==> src/rtl/stage_renderer_pkg.sv <==
// Shared constants, FSM encoding and sprite art for the stage renderer.
// Sprite art lives here so the ROM and any tooling agree on one definition.
package stage_renderer_pkg;

  localparam int DEF_ORIGIN_X = 72;
  localparam int DEF_ORIGIN_Y = 32;
  localparam int TILE_PX      = 16;
  localparam int GRID_N       = 11;
  localparam int NUM_BOMBS    = 6;

  localparam logic [3:0] TILE_FLOOR    = 4'd0;
  localparam logic [3:0] TILE_WALL     = 4'd1;
  localparam logic [3:0] TILE_SOFT     = 4'd2;
  localparam logic [3:0] SPR_BOMB      = 4'd14;
  localparam logic [3:0] SPR_EXPLOSION = 4'd15;
  localparam logic [7:0] GRID_COLOUR   = 8'd7;

  localparam logic [3:0] PIX_LAST  = 4'(TILE_PX - 1);
  localparam logic [3:0] GRID_LAST = 4'(GRID_N - 1);
  localparam logic [2:0] SLOT_LAST = 3'(NUM_BOMBS - 1);

  typedef enum logic [2:0] {
    S_IDLE,
    S_T_ADDR,
    S_T_LATCH,
    S_T_DRAW,
    S_B_ADDR,
    S_B_LATCH,
    S_B_DRAW,
    S_FLUSH
  } state_e;

  typedef struct packed {
    logic [7:0] by;
    logic [8:0] bx;
    logic       en;
  } bomb_info_t;

  // Bomb sprite has a transparent (colour 0) border so it overlays cleanly.
  function automatic logic [7:0] sprite_colour(input logic [3:0] sel,
                                               input logic [3:0] py,
                                               input logic [3:0] px);
    logic [7:0] c;
    if (sel == SPR_BOMB) begin
      if (px >= 4'd3 && px <= 4'd12 && py >= 4'd3 && py <= 4'd12)
        c = {5'd0, px[2:0] ^ py[2:0]};
      else
        c = 8'd0;
    end else if (sel == SPR_EXPLOSION) begin
      c = ({4'd0, px} * {4'd0, py}) + 8'd5;
    end else begin
      c = ({4'd0, sel} * 8'd3) + {4'd0, px} + {3'd0, py, 1'b0};
    end
    return c;
  endfunction

endpackage

==> src/rtl/stage_renderer_sprite_rom.sv <==
// Sprite ROM: 16 sprites of 16x16 pixels addressed {sel, py, px}.
// Read data is registered, giving one cycle of latency.
module stage_renderer_sprite_rom
  import stage_renderer_pkg::*;
#(
  parameter int COLOUR_W = 3
) (
  input  logic                clk_i,
  input  logic                reset_i,
  input  logic [11:0]         addr_i,
  output logic [COLOUR_W-1:0] colour_o
);

  logic [COLOUR_W-1:0] colour_q;

  always_ff @(posedge clk_i) begin
    if (reset_i) begin
      colour_q <= '0;
    end else begin
      colour_q <= COLOUR_W'(sprite_colour(addr_i[11:8], addr_i[7:4], addr_i[3:0]));
    end
  end

  assign colour_o = colour_q;

endmodule

==> src/rtl/stage_renderer.sv <==
// Frame renderer: sweeps the 11x11 arena tile by tile, then overlays bomb slots.
// Optional RENDER_GRID_LINES_EN forces the top/left edge of each tile to GRID_COLOUR.
module stage_renderer
  import stage_renderer_pkg::*;
#(
  parameter int COLOUR_W = 3,
  parameter int ORIGIN_X = DEF_ORIGIN_X,
  parameter int ORIGIN_Y = DEF_ORIGIN_Y
) (
  input  logic                clk,
  input  logic                reset,
  input  logic                start,
  output logic                busy,
  output logic                done,
  output logic [8:0]          X,
  output logic [7:0]          Y,
  input  logic [3:0]          map_tile_id,
  input  logic                has_explosion,
  output logic [2:0]          bomb_id,
  input  logic [17:0]         bomb_info,
  output logic                plot,
  output logic [8:0]          x,
  output logic [7:0]          y,
  output logic [COLOUR_W-1:0] colour
);

  state_e     state_q, state_d;
  logic [3:0] tx_q, tx_d, ty_q, ty_d;
  logic [3:0] px_q, px_d, py_q, py_d;
  logic [3:0] sel_q, sel_d;
  logic [2:0] slot_q, slot_d;
  logic [8:0] bx_q, bx_d;
  logic [7:0] by_q, by_d;
  logic [8:0] qx_q, qx_d;
  logic [7:0] qy_q, qy_d;
  logic [2:0] bomb_id_q, bomb_id_d;
  logic       busy_q, busy_d, done_q, done_d;
  logic       plot_q, plot_d, bomb_pix_q, bomb_pix_d;
  logic [8:0] x_q, x_d;
  logic [7:0] y_q, y_d;
  logic [3:0] rom_sel;
  logic       pix_last;
  logic [COLOUR_W-1:0] rom_colour;
  bomb_info_t bi;
`ifdef RENDER_GRID_LINES_EN
  logic       grid_q, grid_d;
`endif

  assign bi       = bomb_info_t'(bomb_info);
  assign pix_last = (px_q == PIX_LAST) && (py_q == PIX_LAST);

  always_comb begin
    state_d    = state_q;
    tx_d       = tx_q;
    ty_d       = ty_q;
    px_d       = px_q;
    py_d       = py_q;
    sel_d      = sel_q;
    slot_d     = slot_q;
    bx_d       = bx_q;
    by_d       = by_q;
    qx_d       = qx_q;
    qy_d       = qy_q;
    bomb_id_d  = bomb_id_q;
    done_d     = 1'b0;
    plot_d     = 1'b0;
    bomb_pix_d = 1'b0;
    x_d        = x_q;
    y_d        = y_q;
    rom_sel    = sel_q;
`ifdef RENDER_GRID_LINES_EN
    grid_d     = 1'b0;
`endif

    unique case (state_q)
      S_IDLE: begin
        if (start) begin
          state_d = S_T_ADDR;
          tx_d    = 4'd0;
          ty_d    = 4'd0;
        end
      end
      S_T_ADDR: begin
        qx_d    = 9'(ORIGIN_X) + {1'b0, tx_q, 4'b0000};
        qy_d    = 8'(ORIGIN_Y) + {ty_q, 4'b0000};
        state_d = S_T_LATCH;
      end
      S_T_LATCH: begin
        // Map ids that collide with the overlay sprites are drawn as floor.
        if (has_explosion)
          sel_d = SPR_EXPLOSION;
        else if (map_tile_id >= SPR_BOMB)
          sel_d = TILE_FLOOR;
        else
          sel_d = map_tile_id;
        px_d    = 4'd0;
        py_d    = 4'd0;
        state_d = S_T_DRAW;
      end
      S_T_DRAW: begin
        plot_d = 1'b1;
        x_d    = qx_q + {5'd0, px_q};
        y_d    = qy_q + {4'd0, py_q};
`ifdef RENDER_GRID_LINES_EN
        grid_d = (px_q == 4'd0) || (py_q == 4'd0);
`endif
        px_d = px_q + 4'd1;
        if (px_q == PIX_LAST) py_d = py_q + 4'd1;
        if (pix_last) begin
          state_d = S_T_ADDR;
          if (tx_q == GRID_LAST) begin
            tx_d = 4'd0;
            if (ty_q == GRID_LAST) begin
              state_d = S_B_ADDR;
              slot_d  = 3'd0;
            end else begin
              ty_d = ty_q + 4'd1;
            end
          end else begin
            tx_d = tx_q + 4'd1;
          end
        end
      end
      S_B_ADDR: begin
        bomb_id_d = slot_q;
        state_d   = S_B_LATCH;
      end
      S_B_LATCH: begin
        bx_d = bi.bx;
        by_d = bi.by;
        px_d = 4'd0;
        py_d = 4'd0;
        if (bi.en) begin
          state_d = S_B_DRAW;
        end else if (slot_q == SLOT_LAST) begin
          state_d = S_FLUSH;
        end else begin
          slot_d  = slot_q + 3'd1;
          state_d = S_B_ADDR;
        end
      end
      S_B_DRAW: begin
        plot_d     = 1'b1;
        bomb_pix_d = 1'b1;
        rom_sel    = SPR_BOMB;
        x_d        = bx_q + {5'd0, px_q};
        y_d        = by_q + {4'd0, py_q};
        px_d = px_q + 4'd1;
        if (px_q == PIX_LAST) py_d = py_q + 4'd1;
        if (pix_last) begin
          if (slot_q == SLOT_LAST) begin
            state_d = S_FLUSH;
          end else begin
            slot_d  = slot_q + 3'd1;
            state_d = S_B_ADDR;
          end
        end
      end
      S_FLUSH: begin
        done_d  = 1'b1;
        state_d = S_IDLE;
      end
      default: state_d = S_IDLE;
    endcase

    busy_d = (state_d != S_IDLE);
  end

  always_ff @(posedge clk) begin
    if (reset) begin
      state_q    <= S_IDLE;
      tx_q       <= '0;
      ty_q       <= '0;
      px_q       <= '0;
      py_q       <= '0;
      sel_q      <= '0;
      slot_q     <= '0;
      bx_q       <= '0;
      by_q       <= '0;
      qx_q       <= 9'(ORIGIN_X);
      qy_q       <= 8'(ORIGIN_Y);
      bomb_id_q  <= '0;
      busy_q     <= 1'b0;
      done_q     <= 1'b0;
      plot_q     <= 1'b0;
      bomb_pix_q <= 1'b0;
      x_q        <= '0;
      y_q        <= '0;
`ifdef RENDER_GRID_LINES_EN
      grid_q     <= 1'b0;
`endif
    end else begin
      state_q    <= state_d;
      tx_q       <= tx_d;
      ty_q       <= ty_d;
      px_q       <= px_d;
      py_q       <= py_d;
      sel_q      <= sel_d;
      slot_q     <= slot_d;
      bx_q       <= bx_d;
      by_q       <= by_d;
      qx_q       <= qx_d;
      qy_q       <= qy_d;
      bomb_id_q  <= bomb_id_d;
      busy_q     <= busy_d;
      done_q     <= done_d;
      plot_q     <= plot_d;
      bomb_pix_q <= bomb_pix_d;
      x_q        <= x_d;
      y_q        <= y_d;
`ifdef RENDER_GRID_LINES_EN
      grid_q     <= grid_d;
`endif
    end
  end

  stage_renderer_sprite_rom #(
    .COLOUR_W (COLOUR_W)
  ) u_sprite_rom (
    .clk_i    (clk),
    .reset_i  (reset),
    .addr_i   ({rom_sel, py_q, px_q}),
    .colour_o (rom_colour)
  );

  assign busy    = busy_q;
  assign done    = done_q;
  assign X       = qx_q;
  assign Y       = qy_q;
  assign bomb_id = bomb_id_q;
  assign x       = x_q;
  assign y       = y_q;
  // ROM data arrives alongside the registered strobe; transparency is resolved here.
  assign plot    = plot_q & ~(bomb_pix_q & (rom_colour == '0));
`ifdef RENDER_GRID_LINES_EN
  assign colour  = grid_q ? COLOUR_W'(GRID_COLOUR) : rom_colour;
`else
  assign colour  = rom_colour;
`endif

endmodule

==> config.mk <==
export PLATFORM = sky130hd
export DESIGN_NAME = stage_renderer
export DESIGN_NICKNAME = d
export VERILOG_FILES = /design/src/rtl/stage_renderer_pkg.sv /design/src/rtl/stage_renderer_sprite_rom.sv /design/src/rtl/stage_renderer.sv
export SDC_FILE = /design/constraint.sdc
export NUM_CORES = 1
export LEC_CHECK = 0
export ABC_AREA = 0
export ABC_CLOCK_PERIOD_IN_PS = 3900
export CAP_MARGIN = 0
export CORE_MARGIN = 2
export CORE_UTILIZATION = 54
export CTS_CLUSTER_SIZE = 8
export DETAILED_ROUTE_END_ITERATION = 12
export GPL_TIMING_DRIVEN = 0
export PLACE_DENSITY = 0.91
export SETUP_SLACK_MARGIN = 0.05
export SKIP_CTS_REPAIR_TIMING = 1
export SYNTH_ARGS = -nofsm -noshare
export SYNTH_HDL_FRONTEND = slang
export SYNTH_SLANG_ARGS = --single-unit
export TNS_END_PERCENT = 20
==> constraint.sdc <==
create_clock -name clk -period 3.9 [get_ports clk]
set_input_delay 0.78 -clock clk [delete_from_list [all_inputs] [get_ports clk]]
set_output_delay 0.78 -clock clk [all_outputs]
set_load 0.05 [all_outputs]
== Word level (Yosys, flattened, before mapping) ==
Cells that the tools add are included.
Word-level totals
  logic and storage cells: 120
  output and inout port bits: 43
  bits in registers: 87
Operators by class
  multiplexer cells: 37
  $add $sub $neg: 14
  equal/unequal tests: 22
  multipliers: 2
  $lt $le $gt $ge: 5
  reduce and logical (&&, ||, !) cells: 17
  bitwise logic cells: 4
Operator list (count)
  3-bit two-way mux: 14
  4-bit two-way mux: 10
  4-bit case mux with 2 select lines: 4
  4-bit equality test (second input constant): 6
  3-bit case mux with 8 select lines: 1
  9-bit by 4-bit adder with 9-bit output: 2
  9-bit case mux with 2 select lines: 1
  4-bit by 1-bit adder with 4-bit output (second input constant): 4
  8-bit by 4-bit adder with 8-bit output: 2
  8-bit case mux with 2 select lines: 1
  3-bit equality test (second input constant): 5
  2-bit inequality test (second input constant): 7
  7-bit by 8-bit adder with 9-bit output (first input constant): 1
  3-bit case mux with 3 select lines: 1
  6-bit by 8-bit adder with 8-bit output (first input constant): 1
  4-bit by 2-bit greater-or-equal comparator with 1-bit output (second input constant): 2
  4-bit <= comparator (second input constant): 2
  3-bit adder: 2
  3-bit by 2-bit equality test with 1-bit output (second input constant): 2
  3-bit logical NOT: 2
  6-bit AND reduction: 1
  2-bit nonzero test: 3
  3-bit nonzero test: 2
  5-bit AND reduction: 1
  other kinds (16): 24

== Logic depth before layout (Yosys ltp) ==
  word-level depth: 7
  depth in mapped cells: 16

== Modules after synthesis ==
From an unflattened synthesis, not the netlist that was laid out.
Unflattened totals
  cells, all modules: 532
  area total of the unflattened synthesis: 4425.5 µm²
By module, submodules not included
  stage_renderer: cells an instance 480, area an instance 3950.0 µm², instances 1, seq. area each 1521.5 µm²
  stage_renderer_sprite_rom: cells an instance 52, area an instance 475.5 µm², instances 1, seq. area each 60.1 µm²

== Worst setup path before layout ==
No wires, ideal clock.
  path kind: reg2reg
  start: reg state_q[0]
  end: reg u_sprite_rom.colour_q[2], in the netlist u_sprite_rom.colour_o[2]
  cell stages (with the launch flop): 17
  path slack: 0.614 ns
  arrival: 3.156 ns
  cell sequence: dfxtp_1 buf_2 buf_6 nand3b_1 buf_2 nand2b_1 ha_1 inv_1 ha_1 inv_1 fa_1 xor2_1 xnor2_1 xor2_1 or3_1 o311ai_1 o31ai_1
On the way
  longest elaborated chain between the ends: 7
RTL lines
  start, declared: line stage_renderer.sv:27  | state_e state_q, state_d;
  start signal, assigned: line stage_renderer.sv:193  | state_q <= state_d;
  3-bit equality test (*): line stage_renderer.sv:75  | unique case (state_q)
  4-bit two-way mux (*): line stage_renderer.sv:75
  4-bit by 2-bit multiplier with 3-bit output: line stage_renderer_pkg.sv:52  | c = ({4'd0, sel} * 8'd3) + {4'd0, px} + {3'd0, py, 1'b0};
  3-bit adder (2 in series): line stage_renderer_pkg.sv:52
  3-bit two-way mux: line stage_renderer_pkg.sv:49  | end else if (sel == SPR_EXPLOSION) begin
  3-bit two-way mux (*): line stage_renderer_pkg.sv:44  | if (sel == SPR_BOMB) begin
  end signal, assigned: line stage_renderer_sprite_rom.sv:20  | colour_q <= COLOUR_W'(sprite_colour(addr_i[11:8], addr_i[7:4], addr_i[3:0]));
  end, declared: line stage_renderer_sprite_rom.sv:14  | logic [COLOUR_W-1:0] colour_q;
Mark *: on every way between the ends. The rest lies on a longest branch, timed or not.
A chain may end at the register's enable or synchronous reset.

== Worst setup path in the final report ==
Ends and elaborated chain as after synthesis.

==> flow_summary.toml <==
[synthesis]
async_flop_share_pct = 0
netlist.area_leader.share_pct = 35.7
synth_top_cell_by_area = "dfxtp_1"
synthMostInstantiatedCell = "nand2_1"
ys.flop_type = "dfxtp_1"
syn_area_sq_um = 4430
ys.warnings.count = 0
yosysUniqueCellTypes = 61
synth_edf_count = 0
synthTopCellsByArea = "dfxtp_1 (36%), ha_1 (7.6%), nand2_1 (7.6%)"
synth-seq-cells = 79
synth_commonest_cells = "nand2_1 (90), dfxtp_1 (79), a21oi_1 (53)"
ys_seq_area_share_pct = 35.7
synth_area_per_cell_sq_um = 8.28
syn_inst = 535

[place]
place_inst = 705
detailed_place_hpwl_mm = 8.44
finalWeightedCongestion = 0.910
port_buffers = 59

[floorplanning]
io_pins = 69
start_util_pct = 54.7
rows = 33
coreArea_sq_um = 8090
die_area_sq_um = 8940
fp.dieH_um = 94.6
die_w_um = 94.6

[layout]
layout.cells.non_filler = 724
area_growth_pct = 21.5
fillCellCount = 643
n_antenna_cell = 0
multi_input_area_sq_um = 2570
nets = 670
drive_above_1_share_pct = 8.72
register_area_sq_um = 1580

[drt]
postRouteWirelength_mm = 11.6
drtIter0Drc = 292
antenna_left = 0
wl_per_cell_um = 16.0
vias = 4189
routed_via_density = 5.79
drc = 0
dr.pass1.iters = 5

[grt]
grt_pass1_vias = 4024
grtUsageTotal_pct = 26.3
grt_pass1_wl_mm = 18.5
grt_start_max_net_pins = 15
gr-total-overflow = 0
antenna_found_initial = 0

[clock_tree]
cts_tree = "done"
clock_latency_ns = 0.36
cts_buffers = 9
clk_pin_slew_ns = 0.09
cts_sinks = 79
cts_max_path_buffers = 2
cts_root_buf = "clkbuf_8"
cts.htree.levels = 3

[power]
peakVddDrop_mv = 0.190
power_density_nw_per_um2 = 288
p_leak_uw = 0.00206
total_power_uw = 1550

[sta]
tightest_slew_ns = 0.707
drv_slew = 0
relSlewSlack_pct = 52.9
fmax_ghz = 0.271
hold_viol = 0
fin_crit_ns = 3.68
finClkSkew_ns = 0.00966
setup_viol = 0
fin_crit_sh_pct = 94.4

[worst_setup_path]
slowest_stage = "fa_1"
r2r_setup_slack_ns = 0.22
endpoint_kind = "flop"
path_buf_inv = 5
cp_max_fo = 10
max_stage_delay_ns = 0.40
worstSetupStartpointType = "flop"
worstPathArrival_ns = 3.94
required_ns = 4.16
critPathTopFamily = "adder cells"
path_class = "flop to flop"
crit_chain = "buf_2 -> buf_6 -> nand3b_1 -> clkbuf_4 -> nand2b_1 -> ha_1 -> inv_1 -> ha_1 -> inv_1 -> fa_1 -> xor2_1 -> xnor2_2 -> xor2_1 -> or3_1 -> o311ai_1 -> o31ai_1"

[min_path]
hold_path_class = "flop to flop"

[status]
status = "completed"

[job]
maxCapViolations = 0
-- stage by stage --
stage                     instance area [sq um]  util [%]  setup TNS [ns]  hold WS, ns  setup WS [ns]
after global routing                       5380      66.5         -0.0150        0.475        -0.0150
final                                      5380      66.5               0        0.459          0.217
after floorplan                            4450         -               0        0.431          0.614
after detailed placement                   5170      63.9               0        0.451          0.122
after global placement                     5170      63.9               0        0.442          0.228
after CTS                                  5350      66.1               0        0.463         0.0891
-- where the power goes --
group	switching (uW)	total [uW]	leakage [uW]	internal [uW]
logic	99.7	166	0.00134	66.5
registers	9.89	825	0.000638	815
clock network	324	560	0.0000881	236
-- placed cells by master, fill, tap and decap left out, types with 13 or more instances in the layout --
master and n:
nand2_1 90, dfxtp_1 79, clkdlybuf4s50_1 59, a21oi_1 53, nor2_1 43, ha_1 27, inv_1 17, clkbuf_1 15
xor2_1 15, xnor2_1 14, nand3_1 13, mux2i_1 13
-- per-layer routing --
layer / vias to the layer above / track usage (%) / wire length [um]
met5: - / 0 / 0
met4: 0 / 13.9 / 392
met3: 41 / 3.43 / 807
met2: 214 / 44.2 / 5690
met1: 1957 / 32.8 / 4700
li1: 1977 / - / -
-- tightest hold or removal path, delay by kind of cell (launching register included) --
kind               cells  cell delay (ns)
AOI/OAI and AO/OA      1             0.05
and+or+nand+nor        1             0.05
DFF                    1             0.32
-- flip-flops by register name (all words and copies together) (netlist names), 3 cells and up --
register and cells:
by_q 8, state_q 3, py_q 4, Y 4, X 5, y 8
x 9, bx_q 9, bomb_id 3, u_sprite_rom.colour_o 3, sel_q 4, tx_q 4
px_q 4, ty_q 4, slot_q 3
-- path summary, 6_finish.rpt --
kind / cells past startpoint / end / startpoint
setup / recovery: 16 / u_sprite_rom.colour_o[2] / state_q[0]
hold / removal: 2 / x[8] / x[8]
setup reg to reg: 16 / u_sprite_rom.colour_o[2] / state_q[0]
hold reg to reg: 2 / x[8] / x[8]
-- cell families (layout without fill, tap and decap cells) --
logic type,count (synthesis),after routing,synth area share (%)
compound gates,110,110,15.6
xor+xnor,31,31,6.30
fa+ha+maj,30,30,8.98
buf+inv,55,133,6.89
flops,79,79,35.7
mux,13,13,2.94
other cells,2,8,0.170
simple gates,215,215,23.4
-- area by class of cell --
| cell class | instances | share of cell area (%) |
|---|---|---|
| Buffer | 38 | 4.53 |
| Clock buffer | 10 | 2.37 |
| Clock inverter | 6 | 0.860 |
| Inverter | 17 | 1.19 |
| Multi-Input combinational cell | 407 | 47.8 |
| Sequential cell | 79 | 29.4 |
| Tap cell | 105 | 2.44 |
| Timing Repair Buffer | 62 | 11.4 |
(Power assumes the default switching activity.)
